===== src/rtl/mod7_frame_serializer_pkg.sv =====
// Shared constants, FSM encoding and mod-7 arithmetic for the serial
// divisibility-by-7 link (serializer and checker).
package mod7_frame_serializer_pkg;

  localparam int MODULUS     = 7;
  localparam int CHECK_WIDTH = 3;

  typedef enum logic [1:0] {
    ST_IDLE  = 2'd0,
    ST_DATA  = 2'd1,
    ST_CHECK = 2'd2
  } state_e;

  // One MSB-first step of serial remainder tracking: (2*rem + bit) mod 7.
  // The doubled value never exceeds 13, so one conditional subtract suffices.
  function automatic logic [2:0] mod7_step_f(input logic [2:0] rem, input logic bit_in);
    logic [3:0] acc;
    logic [3:0] red;
    acc = {rem, 1'b0} + {3'b000, bit_in};
    red = acc - 4'(MODULUS);
    if (acc >= 4'(MODULUS)) begin
      return red[2:0];
    end else begin
      return acc[2:0];
    end
  endfunction

  // Check field that brings the frame remainder to zero; never 3'b111.
  function automatic logic [2:0] mod7_check_f(input logic [2:0] rem);
    if (rem == 3'd0) begin
      return 3'd0;
    end else begin
      return 3'(MODULUS) - rem;
    end
  endfunction

endpackage


===== src/rtl/mod7_frame_serializer_if.sv =====
// Payload handshake and serial-line bundle between a payload source and the
// mod-7 frame serializer.
interface mod7_frame_serializer_if
  import mod7_frame_serializer_pkg::*;
#(
  parameter int DATA_WIDTH = 8
);

  logic [DATA_WIDTH-1:0]  Data_In;
  logic                   Data_Valid;
  logic                   Data_Ready;
  logic                   String;
  logic                   Bit_Valid;
  logic                   Bit_Last;
  logic [CHECK_WIDTH-1:0] Check;

  modport master (
    output Data_In, Data_Valid,
    input  Data_Ready, String, Bit_Valid, Bit_Last, Check
  );

  modport slave (
    input  Data_In, Data_Valid,
    output Data_Ready, String, Bit_Valid, Bit_Last, Check
  );

endinterface


===== src/rtl/mod7_frame_serializer_step.sv =====
// Combinational mod-7 remainder step, shared by the serializer and the
// downstream divisibility checker.
module mod7_step
  import mod7_frame_serializer_pkg::*;
(
  input  logic [2:0] rem_i,
  input  logic       bit_i,
  output logic [2:0] rem_o
);

  // Next remainder after appending one bit.
  always_comb begin
    rem_o = mod7_step_f(rem_i, bit_i);
  end

endmodule


===== src/rtl/mod7_frame_serializer.sv =====
// Serializes a payload MSB-first followed by a 3-bit check field so that the
// whole frame, read as a binary number, is divisible by 7.
module mod7_frame_serializer
  import mod7_frame_serializer_pkg::*;
#(
  parameter int DATA_WIDTH = 8
) (
  input  logic                    Clock,
  input  logic                    Reset,
  input  logic                    Tick,
  mod7_frame_serializer_if.slave  bus
);

  localparam int CNT_W = $clog2(DATA_WIDTH);

  state_e                 state_q, state_d;
  logic [DATA_WIDTH-1:0]  shreg_q, shreg_d;
  logic [CHECK_WIDTH-1:0] chk_sh_q, chk_sh_d;
  logic [CHECK_WIDTH-1:0] check_q, check_d;
  logic [2:0]             rem_q, rem_d;
  logic [CNT_W-1:0]       cnt_q, cnt_d;
  logic [2:0]             rem_next_s;
  logic [2:0]             check_next_s;

  mod7_step u_step (
    .rem_i (rem_q),
    .bit_i (shreg_q[DATA_WIDTH-1]),
    .rem_o (rem_next_s)
  );

  assign check_next_s = mod7_check_f(rem_next_s);

  // State and datapath registers with synchronous active-low reset.
  always_ff @(posedge Clock) begin
    if (!Reset) begin
      state_q  <= ST_IDLE;
      shreg_q  <= '0;
      chk_sh_q <= '0;
      check_q  <= '0;
      rem_q    <= 3'd0;
      cnt_q    <= '0;
    end else begin
      state_q  <= state_d;
      shreg_q  <= shreg_d;
      chk_sh_q <= chk_sh_d;
      check_q  <= check_d;
      rem_q    <= rem_d;
      cnt_q    <= cnt_d;
    end
  end

  // Next-state and datapath update; only acceptance ignores Tick.
  always_comb begin
    state_d  = state_q;
    shreg_d  = shreg_q;
    chk_sh_d = chk_sh_q;
    check_d  = check_q;
    rem_d    = rem_q;
    cnt_d    = cnt_q;
    case (state_q)
      ST_IDLE: begin
        if (bus.Data_Valid) begin
          shreg_d = bus.Data_In;
          rem_d   = 3'd0;
          cnt_d   = CNT_W'(DATA_WIDTH - 1);
          state_d = ST_DATA;
        end else begin
          state_d = ST_IDLE;
        end
      end
      ST_DATA: begin
        if (Tick) begin
          rem_d   = rem_next_s;
          shreg_d = {shreg_q[DATA_WIDTH-2:0], 1'b0};
          if (cnt_q == '0) begin
            chk_sh_d = check_next_s;
            check_d  = check_next_s;
            cnt_d    = CNT_W'(2);
            state_d  = ST_CHECK;
          end else begin
            cnt_d = cnt_q - CNT_W'(1);
          end
        end else begin
          state_d = ST_DATA;
        end
      end
      ST_CHECK: begin
        if (Tick) begin
          chk_sh_d = {chk_sh_q[CHECK_WIDTH-2:0], 1'b0};
          if (cnt_q == '0) begin
            state_d = ST_IDLE;
          end else begin
            cnt_d = cnt_q - CNT_W'(1);
          end
        end else begin
          state_d = ST_CHECK;
        end
      end
      default: begin
        state_d = ST_IDLE;
      end
    endcase
  end

  // Moore outputs decoded purely from registered state.
  always_comb begin
    bus.Data_Ready = 1'b0;
    bus.String     = 1'b0;
    bus.Bit_Valid  = 1'b0;
    bus.Bit_Last   = 1'b0;
    bus.Check      = check_q;
    case (state_q)
      ST_IDLE: begin
        bus.Data_Ready = 1'b1;
      end
      ST_DATA: begin
        bus.String    = shreg_q[DATA_WIDTH-1];
        bus.Bit_Valid = 1'b1;
      end
      ST_CHECK: begin
        bus.String    = chk_sh_q[CHECK_WIDTH-1];
        bus.Bit_Valid = 1'b1;
        if (cnt_q == '0) begin
          bus.Bit_Last = 1'b1;
        end else begin
          bus.Bit_Last = 1'b0;
        end
      end
      default: begin
        bus.Data_Ready = 1'b0;
      end
    endcase
  end

endmodule


===== src/flat_wrapper.sv =====
// flat-port wrapper written by rule: the top's interface ports become plain ports
module mod7_frame_serializer_flat import mod7_frame_serializer_pkg::*;
#(
  parameter int DATA_WIDTH = 8
)
  (Clock, Reset, Tick, bus_Data_In, bus_Data_Valid, bus_Data_Ready, bus_String, bus_Bit_Valid, bus_Bit_Last, bus_Check);
  mod7_frame_serializer_if #(.DATA_WIDTH(DATA_WIDTH)) bus_i ();
  input  logic Clock;
  input  logic Reset;
  input  logic Tick;
  input wire logic [$bits(bus_i.Data_In)-1:0] bus_Data_In;
  input wire logic [$bits(bus_i.Data_Valid)-1:0] bus_Data_Valid;
  output wire logic [$bits(bus_i.Data_Ready)-1:0] bus_Data_Ready;
  output wire logic [$bits(bus_i.String)-1:0] bus_String;
  output wire logic [$bits(bus_i.Bit_Valid)-1:0] bus_Bit_Valid;
  output wire logic [$bits(bus_i.Bit_Last)-1:0] bus_Bit_Last;
  output wire logic [$bits(bus_i.Check)-1:0] bus_Check;
  assign bus_i.Data_In = bus_Data_In;
  assign bus_i.Data_Valid = bus_Data_Valid;
  assign bus_Data_Ready = bus_i.Data_Ready;
  assign bus_String = bus_i.String;
  assign bus_Bit_Valid = bus_i.Bit_Valid;
  assign bus_Bit_Last = bus_i.Bit_Last;
  assign bus_Check = bus_i.Check;
  mod7_frame_serializer #(.DATA_WIDTH(DATA_WIDTH)) u_core (.Clock(Clock), .Reset(Reset), .Tick(Tick), .bus(bus_i));
endmodule

===== config.mk =====
export PLATFORM = sky130hd
export DESIGN_NAME = mod7_frame_serializer_flat
export DESIGN_NICKNAME = d
export VERILOG_FILES = /design/src/rtl/mod7_frame_serializer_pkg.sv /design/src/rtl/mod7_frame_serializer_if.sv /design/src/rtl/mod7_frame_serializer_step.sv /design/src/rtl/mod7_frame_serializer.sv /design/src/flat_wrapper.sv
export SDC_FILE = /design/constraint.sdc
export NUM_CORES = 1
export LEC_CHECK = 0
export ABC_AREA = 0
export BUFFER_PORTS_ARGS = -buffer_cell sky130_fd_sc_hd__buf_4
export CAP_MARGIN = 20
export CORE_MARGIN = 3
export CORE_UTILIZATION = 43
export CTS_BUF_LIST = sky130_fd_sc_hd__clkbuf_16
export DETAILED_ROUTE_END_ITERATION = 8
export HOLD_SLACK_MARGIN = 0.05
export PLACE_DENSITY_LB_ADDON = 0.05
export SLEW_MARGIN = 20
export SYNTH_ARGS = -nofsm -noshare
export SYNTH_HDL_FRONTEND = slang
export SYNTH_SLANG_ARGS = --single-unit

===== constraint.sdc =====
create_clock -name Clock -period 4.4 [get_ports Clock]
set_input_delay 0.88 -clock Clock [delete_from_list [all_inputs] [get_ports Clock]]
set_output_delay 0.88 -clock Clock [all_outputs]
set_load 0.05 [all_outputs]

Word-level counts from Yosys, hierarchy flattened
Index checks and enable logic that the tools add are counted.

word-level totals
  register bits after elaboration = 22
  latch bits = 0
  RAM bits = 0
  bits in read-only memories = 0
  word-level logic and storage cells = 61
  memories kept = 0

operators by class
  add/subtract/negate cells = 4
  multiply operators = 0
  divide/modulo/power cells = 0
  order comparisons = 1
  equal/unequal tests = 9
  shift operators = 0
  mux-type cells = 29
  bitwise operators = 0
  reduce and logical (&&, ||, !) cells = 12

operator list
  kind                                                                                 count
  3-bit 2-to-1 mux                                                                     12
  8-bit 2-to-1 mux                                                                     2
  8-bit case mux with 2 select lines                                                   1
  3-bit case mux with 2 select lines                                                   2
  3-bit case mux with 3 select lines                                                   1
  2-bit 2-to-1 mux                                                                     4
  2-bit != test, second input constant                                                 4
  3-bit zero test                                                                      2
  3-bit by 2-bit != test with 1-bit output, second input constant                      2
  2-bit case mux with 3 select lines                                                   1
  3-bit AND reduction                                                                  2
  1-bit 2-to-1 mux                                                                     5
  5-bit AND reduction                                                                  1
  4-bit by 1-bit adder with 4-bit output                                               1
  4-bit by 3-bit greater-or-equal comparator with 1-bit output, second input constant  1
  4-bit AND reduction                                                                  1
  2-bit nonzero test                                                                   2
  3-bit nonzero test                                                                   1
  3-bit by 1-bit subtractor with 3-bit output, second input constant                   1
  3-bit subtractor, first input constant                                               1
  3-bit subtractor, second input constant                                              1
  2-bit by 1-bit equality test with 1-bit output, second input constant                1
  2-bit equality test, second input constant                                           1
  2-bit zero test                                                                      1
  4 further kinds                                                                      4

Longest topological paths before layout
  depth in word-level cells = 8
  mapped depth = 8
  mapped depth without buffers = 6

By module
Synthesis repeated with hierarchy kept, for this count alone.

unflattened totals
  cells, all modules = 141
  area, all modules = 1300.0 sq um

by module, submodules not included
  module                 instances  cells each  area each (sq um)  sequential area each (sq um)
  mod7_frame_serializer  1          135         1241.2             440.4
  mod7_step              1          6           58.8               0.0

Worst setup path before layout
Ideal clock, no wire load.

  path kind = reg2out
  start point = register u_core.state_q[0]
  end point = output bus_String
  data arrival time = 1826 ps
  path slack = 1694 ps
  stages on the path, launching flop included = 5
  buffers on the path = 0
  cells stage by stage = dfxtp_1 inv_1 ha_1 inv_1 nor2_1

between the ends
  word-level cells in the longest chain between the ends = 2
  elaborated cells between the ends (all ways) = 3
  those cells by class = eq/ne (2); mux (1)

RTL lines
  item                                                                                   line                          text
  from (decl)                                                                            mod7_frame_serializer.sv:16   state_e state_q, state_d;
  from (signal assigned)                                                                 mod7_frame_serializer.sv:43   state_q <= state_d;
  2-bit equality test or 2-bit by 1-bit equality test with 1-bit output (tied branches)  mod7_frame_serializer.sv:112  case (state_q)
  1-bit case mux with 2 select lines *                                                   mod7_frame_serializer.sv:112
  to (decl)                                                                              flat_wrapper.sv:14            output wire logic [$bits(bus_i.String)-1:0] bus_String;

Mark *: on every way between the ends. The rest lies on a longest branch, timed or not.

Worst setup path in the final report
  start point = register u_core.state_q[1]
  end point = output bus_String

The elaborated chain is that of the path after synthesis.

==> results.sh <==
export IMPL_hold_path_class="register to register"
export IMPL_totalWireLength_mm=2.964
export IMPL_fin_crit_ns=2.790
export IMPL_synthCells=169
export IMPL_core_area_mm2=0.003078
export IMPL_synth_mux_area_share_pct=6.495
export IMPL_final_area_mm2=0.001615
export IMPL_post_cts_resized=0
export IMPL_drive_gt1_share_pct=17.68
export IMPL_htreeDepth=1
export IMPL_fin_crit_sh_pct=63.40
export IMPL_grt_pass1_vias=1093
export IMPL_antenna_found_initial=0
export IMPL_numCtsBuffers=3
export IMPL_syn_area_per_cell_um2=8.322
export IMPL_routed_via_count=1228
export IMPL_ys_types=46
export IMPL_synth_compound_area_share_pct=24.29
export IMPL_grt_max_degree=21
export IMPL_drt_iter0_markers=97
export IMPL_finClkSkew_ns=0.002023
export IMPL_hold_viol_final=0
export IMPL_setup_tns_ns=0
export IMPL_maxClockFrequency_mhz=358.5
export IMPL_die_w_um=63.19
export IMPL_timing_max_cap_violations=0
export IMPL_port_buffers=18
export IMPL_endpoint_kind="output pin"
export IMPL_die_area_mm2=0.003993
export IMPL_rows=20
export IMPL_first_pass_iters=4
export IMPL_via_per_inst=5.458
export IMPL_worstPathRequired_ns=3.52
export IMPL_synth_top_area_share_pct=31.32
export IMPL_fillers=308
export IMPL_async_reset_ff_share_pct=0
export IMPL_yosysWarnings=0
export IMPL_syn_cell_area_mm2=0.001406
export IMPL_place_gp_congestion=0.7688
export IMPL_cellLeakagePower_nw=0.6075
export IMPL_clk_latency_ns=0.25
export IMPL_max_slew_margin_pct=43.86
export IMPL_grt_pass1_wl_mm=5.154
export IMPL_startpoint_type="register"
export IMPL_clk_pin_slew_ns=0.06
export IMPL_critPathArrivalTime_ns=1.91
export IMPL_postPlaceCellArea_mm2=0.001536
export IMPL_grt_ovfl_total=0
export IMPL_area_growth_pct=14.86
export IMPL_setup_viol=0
export IMPL_rsz0062_at_grt="false"
export IMPL_synth_simple_area_share_pct=24.38
export IMPL_synth_edff_count=0
export IMPL_place_detailed_hpwl_mm=2.090
export IMPL_cts_tree="done"
export IMPL_drc=0
export IMPL_clock_sinks=22
export IMPL_clockBufferDepth=2
export IMPL_diodes=0
export IMPL_ys_seq_area_share_pct=31.32
export IMPL_die_h_um=63.19
export IMPL_synth_top_cell_by_area="dfxtp_1"
export IMPL_slew_violations=0
export IMPL_synth_top_cells_by_area="dfxtp_1, ha_1, mux2i_1, a21oi_1, nor2_1"
export IMPL_wl_per_cell_um=13.17
export IMPL_path_class="register to output pin"
export IMPL_cts_root_buf="clkbuf_16"
export IMPL_cts_setup_buffers=0
export IMPL_worstMarginPinSlew_ns=0.8421
export IMPL_initial_core_util_pct=45.69
export IMPL_synth_top_family_by_area="simple AND/OR/NAND/NOR gates"
export IMPL_synth_xor_area_share_pct=0.6228
export IMPL_yosys_top_cells_count="dfxtp_1, nor2_1, a21oi_1"
export IMPL_critical_path_peak_fanout=20
export IMPL_ys_ff_latch=22
export IMPL_hold_buffers=0
export IMPL_yosysMostFrequentCell="dfxtp_1"
export IMPL_grt_usage_pct=15.82
export IMPL_status="finished clean"
export IMPL_ant_nets=0
export IMPL_synth_fp_nets=188
export IMPL_synth_adder_area_share_pct=6.228
export IMPL_powerDensity_mw_per_mm2=376.4
export IMPL_io_pins=19
export IMPL_dominantRegCellSynth="dfxtp_1"
export IMPL_ir_worst_vdd_uv=224.2
export IMPL_nNetsFinal=201
## flip-flops by register name, summed over array words and instances, names as in the netlist
signal and cells:
u_core.bus.Check 3, u_core.chk_sh_q 3, u_core.cnt_q 3, u_core.rem_q 3, u_core.shreg_q 8, u_core.state_q 2
## layout by cell type (no fill, tap or decap), drive strengths merged, types with 7 or more instances in the layout
cell and n:
ha 7, nand2b 7, a21oi 15, mux2i 8, dfxtp 22, inv 9, o21ai 10, nand2 12
nor2 18, a211oi 10, buf 18
## power by group
part	switching [mW]	internal [mW]	leakage (nW)
sequential	0.0172	0.221	0.180
clock	0.0692	0.121	0.0385
combinational	0.108	0.0720	0.389
total	0.194	0.414	0.608
## per-stage QoR
| step | std cells | setup WS (ns) | hold slack [ns] | power (mW) | utilization, % |
|---|---|---|---|---|---|
| global route | 225 | 1.455 | 0.5056 | 0.6470 | 52.48 |
| global placement | 221 | 1.920 | 0.4447 | 0.4187 | 49.92 |
| floorplan | 169 | 1.694 | 0.4316 | 0.3849 | - |
| detailed placement | 221 | 1.887 | 0.4495 | 0.4215 | 49.92 |
| finish | 225 | 1.610 | 0.4571 | 0.6080 | 52.48 |
| CTS | 225 | 1.602 | 0.4575 | 0.6143 | 52.48 |
## routing by layer
metal	up-vias	track usage [%]	wire [µm]
li1	637	-	-
met4	0	4.043	19
met1	572	22.20	1439
met3	2	3.922	102
met2	17	24.24	1403
met5	-	0	0
## logic make-up after synthesis
kind of cell / count (synthesis)
flops: 22
buf+inv: 19
fa+ha+maj: 7
xor+xnor: 1
mux: 9
compound gates: 50
simple gates: 61
## critical path, stage by stage, from the launching register on
cell	delay (ns)
dfxtp_1	0.34
inv_1	0.09
ha_1	0.71
a22oi_1	0.19
nor2_1	0.12
buf_4	0.20
## layout make-up
cell class | instances | area (µm²) | area share (%)
multi-input combinational | 128 | 872.1 | 53.99
sequential | 22 | 440.4 | 27.27
timing repair buffer | 18 | 135.1 | 8.366
clock buffer | 3 | 75.07 | 4.648
tap | 44 | 55.05 | 3.408
inverter | 9 | 33.78 | 2.091
clock inverter | 1 | 3.754 | 0.2324
## final timing paths
path / start / to / slack, ns / cells after the start
setup / recovery: u_core.state_q[1]$_SDFFE_PN0P_ / bus_String / 1.61 / 5
hold / removal: u_core.shreg_q[0]$_SDFFE_PN0P_ / u_core.shreg_q[0]$_SDFFE_PN0P_ / 0.46 / 2
setup reg to reg: u_core.state_q[1]$_SDFFE_PN0P_ / u_core.cnt_q[0]$_SDFFE_PN0P_ / 2.18 / 6
hold reg to reg: u_core.shreg_q[0]$_SDFFE_PN0P_ / u_core.shreg_q[0]$_SDFFE_PN0P_ / 0.46 / 2
(Power assumes the default switching activity.)
